[config.mk]
export PLATFORM = sky130hd
export DESIGN_NAME = contador_ud
export DESIGN_NICKNAME = d
export VERILOG_FILES = /design/src/rtl/contador_pkg.sv /design/src/rtl/contador_ud_pulsador_rep.sv /design/src/rtl/contador_ud.sv
export SDC_FILE = /design/constraint.sdc
export NUM_CORES = 1
export LEC_CHECK = 0
export CORE_UTILIZATION = 35
export CTS_BUF_LIST = sky130_fd_sc_hd__clkbuf_8
export DETAILED_ROUTE_END_ITERATION = 10
export MAX_ROUTING_LAYER = met4
export PLACE_DENSITY_LB_ADDON = 0.12
export SETUP_SLACK_MARGIN = 0.02
export SYNTH_ARGS = -nofsm -noshare
export SYNTH_HDL_FRONTEND = slang
export SYNTH_SLANG_ARGS = --single-unit
[constraint.sdc]
create_clock -name clk -period 1.69 [get_ports clk]
set_input_delay 0.4225 -clock clk [delete_from_list [all_inputs] [get_ports clk]]
set_output_delay 0.4225 -clock clk [all_outputs]
set_load 0.005 [all_outputs]
[src/rtl/contador_pkg.sv]
// Shared types and constants for the up/down counter with auto-repeat buttons.
package contador_pkg;

  typedef enum logic [1:0] {
    PASO_NINGUNO = 2'd0,
    PASO_ARRIBA  = 2'd1,
    PASO_ABAJO   = 2'd2
  } paso_t;

  localparam int WRAP_SATURA = 0;
  localparam int WRAP_VUELTA = 1;

  // Bits needed to hold values 0..valor, never less than one.
  function automatic int ancho_para(input int valor);
    int bits;
    bits = 1;
    while ((1 << bits) <= valor) bits++;
    return bits;
  endfunction

endpackage

[src/rtl/contador_ud_pulsador_rep.sv]
// Per-button edge detector with hold-to-repeat; emits a one-cycle step request.
module pulsador_rep
  import contador_pkg::*;
#(
  parameter int REP_DLY = 0,
  parameter int REP_PER = 4
) (
  input  logic clk,
  input  logic rst,
  input  logic en,
  input  logic btn,
  input  logic bloqueo,
  output logic paso_req
);

  localparam int CW = ancho_para((REP_DLY > REP_PER) ? REP_DLY : REP_PER);
  localparam logic [CW-1:0] DLY_C = CW'(REP_DLY);
  localparam logic [CW-1:0] PER_C = CW'(REP_PER);

  logic          hist_q, hist_d;
  logic [CW-1:0] hold_q, hold_d;
  logic          rep_q, rep_d;

  // The hold counter first runs to REP_DLY, then restarts and runs to REP_PER
  // between repeats; rep_q tells which of the two phases it is in.
  always_comb begin
    hist_d   = hist_q;
    hold_d   = hold_q;
    rep_d    = rep_q;
    paso_req = 1'b0;
    if (en) begin
      hist_d = btn;
      if (!btn || bloqueo) begin
        hold_d = '0;
        rep_d  = 1'b0;
      end else if (!hist_q) begin
        paso_req = 1'b1;
        hold_d   = (REP_DLY > 0) ? CW'(1) : '0;
        rep_d    = 1'b0;
      end else if (REP_DLY > 0) begin
        if (hold_q == (rep_q ? PER_C : DLY_C)) begin
          paso_req = 1'b1;
          hold_d   = CW'(1);
          rep_d    = 1'b1;
        end else begin
          hold_d = hold_q + 1'b1;
        end
      end
    end
  end

  always_ff @(posedge clk) begin
    if (rst) begin
      hist_q <= 1'b0;
      hold_q <= '0;
      rep_q  <= 1'b0;
    end else begin
      hist_q <= hist_d;
      hold_q <= hold_d;
      rep_q  <= rep_d;
    end
  end

endmodule

[src/rtl/contador_ud.sv]
// Up/down counter limited to 0..MAX, driven by two buttons with optional auto-repeat.
module contador_ud
  import contador_pkg::*;
#(
  parameter int WIDTH   = 4,
  parameter int MAX     = 8,
  parameter int WRAP    = 1,
  parameter int REP_DLY = 0,
  parameter int REP_PER = 4
) (
  input  logic             clk,
  input  logic             rst,
  input  logic             en,
  input  logic [1:0]       sb,
  input  logic             load,
  input  logic [WIDTH-1:0] load_val,
  output logic [WIDTH-1:0] cuenta,
  output logic             limite
);

  localparam logic [WIDTH-1:0] MAX_C = WIDTH'(MAX);

  logic             req_arriba, req_abajo;
  paso_t            paso;
  logic [WIDTH-1:0] cuenta_q, cuenta_d;
  logic             limite_q, limite_d;

  pulsador_rep #(.REP_DLY(REP_DLY), .REP_PER(REP_PER)) u_arriba (
    .clk      (clk),
    .rst      (rst),
    .en       (en),
    .btn      (sb[1]),
    .bloqueo  (1'b0),
    .paso_req (req_arriba)
  );

  // Up wins: a held up button blocks and consumes any down press.
  pulsador_rep #(.REP_DLY(REP_DLY), .REP_PER(REP_PER)) u_abajo (
    .clk      (clk),
    .rst      (rst),
    .en       (en),
    .btn      (sb[0]),
    .bloqueo  (sb[1]),
    .paso_req (req_abajo)
  );

  always_comb begin
    paso = PASO_NINGUNO;
    if (!load) begin
      if (req_arriba)     paso = PASO_ARRIBA;
      else if (req_abajo) paso = PASO_ABAJO;
    end
  end

  always_comb begin
    cuenta_d = cuenta_q;
    limite_d = 1'b0;
    if (load) begin
      cuenta_d = (load_val > MAX_C) ? MAX_C : load_val;
    end else begin
      case (paso)
        PASO_ARRIBA: begin
          if (cuenta_q >= MAX_C) begin
            limite_d = 1'b1;
            cuenta_d = (WRAP != WRAP_SATURA) ? '0 : MAX_C;
          end else begin
            cuenta_d = cuenta_q + 1'b1;
          end
        end
        PASO_ABAJO: begin
          if (cuenta_q == '0) begin
            limite_d = 1'b1;
            if (WRAP != WRAP_SATURA) cuenta_d = MAX_C;
          end else begin
            cuenta_d = cuenta_q - 1'b1;
          end
        end
        default: ;
      endcase
    end
  end

  always_ff @(posedge clk) begin
    if (rst) begin
      cuenta_q <= '0;
      limite_q <= 1'b0;
    end else begin
      cuenta_q <= cuenta_d;
      limite_q <= limite_d;
    end
  end

  assign cuenta = cuenta_q;
  assign limite = limite_q;

endmodule

==> results.toml <==
[outcome]
status = "completed"

[worst_setup_path]
ws_path_type = "in2reg"
setup.worst_path.start_class = "input port"
crit_required_ns = 1.82
cp_max_fo = 4
crit_end_category = "flop"
worst_ep_arrival_time_ns = 1.73

[logic_synthesis]
synth_nets = 72
netlist_instances = 60
ys_seq_elements = 7
post_synth_num_cell_types = 32
synth_most_common_cell = "sky130_fd_sc_hd__dfxtp_1"
post_synth_main_area_contributors = "sky130_fd_sc_hd__dfxtp_1 27%, sky130_fd_sc_hd__a311oi_2 5.8%, sky130_fd_sc_hd__ha_1 4.8%"
synth.top_cell.area_share = 0.269
asyncSetResetFlopFracSynth = 0
synth_sequential_area_ratio = 0.269
synthTopCellsByCount = "7 x sky130_fd_sc_hd__dfxtp_1, 5 x sky130_fd_sc_hd__inv_1, 5 x sky130_fd_sc_hd__nor2_1"
synth_compound_area_frac = 0.293
yosys.area.top_type = "sky130_fd_sc_hd__dfxtp_1"
synth_ff_type = "sky130_fd_sc_hd__dfxtp_1"
synthesis.area_um2 = 522
main_combinational_cell_family_by_area_after_synthesis = "compound AO/OA/AOI/OAI gates"
ys_warn_count = 0
post_synth_fa_ha_maj_area_fraction = 0.0480
synth_enable_flop_cells = 0
synth_area_per_cell_um2 = 8.70
synth_xor_area_frac = 0.0168
synth.area.mux_share = 0.0384
synth_simple_gate_area_frac = 0.273

[sta]
finalClockSkew_ns = 0.000571
rsz0062_at_grt = "false"
timing.final.crit_share = 0.947
tightest_slew_ns = 0.344
finalMaxSlewViolations = 0
hold_viol = 0
max-slew-margin-rel = 0.768
achievable-frequency_ghz = 0.625
final-setup-viol-count = 0
final.setup.worst_slack_ns = 0.0904
finalWorstPathRequiredPeriod_ns = 1.60

[clock_network]
cts_root_buf = "sky130_fd_sc_hd__clkbuf_8"
cts_made_buffers = 3
numClockSinks = 7
htree_num_levels = 1
cts.clk_slew.worst_paths_ns = 0.04
cts_tree = "yes"
insertion_delay_ns = 0.22
ctsHoldBuffers = 0
clock_tree.buffer_depth = 2
cts_setup_buffers = 0

[die]
std_cell_rows = 13
io_pins = 15
design.core.area_um2 = 1350
die_h_um = 40.6
initial_core_util = 0.386
die_area_um2 = 1650
chipWidth_um = 40.6

[power_and_ir_drop]
power_density_nw_per_um2 = 747
power_mw = 0.591
irDropWorstVdd_v = 0.000600
total_leakage_power_nw = 0.307

[routing]
antenna_violating_nets_post_route = 0
detailroute.via_count = 512
wl_um = 1290
drt_iter0_drc = 11
post-route-drc-count = 0
number_of_detailed_routing_iterations_run_before_antenna_repair = 4
avgViaCountPerCell = 5.17
routed_wire_length_per_instance_um = 13.1

[grt]
global_route_wire_length_before_repair_um = 1920
grt_remaining_overflow = 0
antenna_found_initial = 0
via_count_of_the_first_global_routing_pass = 466
grt_start_max_net_pins = 9
gr-usage-all-layers = 0.193

[placement]
gpl.final_weighted_congestion = 0.922
pre_cts_slack_ns = -0.204
dpl.hpwl_um = 1020
buffer_ports.inserted = 14
place_inst = 95

[run]
drv_cap = 0

[worst_hold_path]
min-delay-path-class = "reg2reg"

[finish]
layout-drive-gt1-share = 0.298
n_antenna_cell = 0
finalCoreUtilization = 0.586
area.growth.synth_to_final_pct = 51.6
fin_cells = 99
final_nets = 97
-- sequential cells by signal, summed over array words and instances (netlist names) --
signal,cells
cuenta,4
limite,1
u_abajo.hist_q,1
u_arriba.hist_q,1
-- critical path, stage by stage --
cell and delay (ns):
sky130_fd_sc_hd__clkdlybuf4s50_1 0.45, sky130_fd_sc_hd__nor3b_1 0.15, sky130_fd_sc_hd__o21a_1 0.20, sky130_fd_sc_hd__or2_4 0.27, sky130_fd_sc_hd__a311oi_2 0.23
-- logic make-up (layout without fill, tap and decap cells) --
family                     count (synthesis)  count (layout)
adders and majority gates                  2               2
muxes                                      2               2
and+or+nand+nor                           24              24
AOI/OAI and AO/OA                         16              16
DFF                                        7               7
buffers and inverters                      8              32
xor gates and xnor gates                   1               1
-- worst paths after layout --
kind                         from               to  slack, ns  depth (start not counted)
setup / recovery            sb[0]        cuenta[0]       0.09                          5
hold reg to reg   u_arriba.hist_q  u_arriba.hist_q       0.50                          2
hold / removal    u_arriba.hist_q  u_arriba.hist_q       0.50                          2
setup reg to reg        cuenta[0]        cuenta[1]       0.14                          6
-- per-stage QoR --
stage	hold WS, ns	cell area [um^2]	TNS (ns)
after floorplan	0.461	522	0
after global placement	0.492	734	-0.569
after detailed placement	0.498	734	-0.703
after CTS	0.508	779	0
after global routing	0.567	791	0
final	0.498	791	0
-- per-layer routing --
metal | GRT usage | vias to the layer above | part of all wire
met5 | - | - | 0
met4 | 0.0500 | 0 | 0
met3 | 0.0815 | 0 | 0.057
met2 | 0.298 | 14 | 0.49
met1 | 0.230 | 229 | 0.45
li1 | - | 269 | -
-- layout make-up --
class / instances / area [um^2]
clock buffer: 3 / 41.3
clock inverter: 1 / 3.75
fill: 130 / 559
inverter: 5 / 18.8
multi-input combinational: 45 / 355
sequential: 7 / 143
tap: 15 / 18.8
timing repair buffer: 23 / 210
-- report_power, final --
group	switching [mW]	internal [mW]
Sequential	0.0118	0.179
Clock	0.0714	0.157
Combinational	0.0758	0.0963
-- timing repair --
item | 4_1_cts | 5_1_grt
resized for setup | 0 | 4
endpoints found under the hold margin | 0 | 0
setup endpoints to repair | 0 | 5
-- layout by cell type, fill, tap and decap left out, types with 2 or more instances in the layout --
| master | instances |
|---|---|
| sky130_fd_sc_hd__nor3_1 | 3 |
| sky130_fd_sc_hd__clkdlybuf4s50_1 | 13 |
| sky130_fd_sc_hd__dfxtp_2 | 2 |
| sky130_fd_sc_hd__o211ai_1 | 2 |
| sky130_fd_sc_hd__nor3b_1 | 2 |
| sky130_fd_sc_hd__nor2b_1 | 2 |
| sky130_fd_sc_hd__inv_1 | 6 |
| sky130_fd_sc_hd__ha_1 | 2 |
| sky130_fd_sc_hd__nand2_1 | 3 |
| sky130_fd_sc_hd__nor2_1 | 5 |
| sky130_fd_sc_hd__nand3_1 | 2 |
| sky130_fd_sc_hd__o21ai_0 | 3 |
| sky130_fd_sc_hd__buf_4 | 9 |
| sky130_fd_sc_hd__dfxtp_1 | 5 |
| sky130_fd_sc_hd__clkbuf_8 | 3 |
| sky130_fd_sc_hd__a311oi_2 | 2 |
| sky130_fd_sc_hd__mux2i_1 | 2 |
Power figures use the tool's default switching activity.
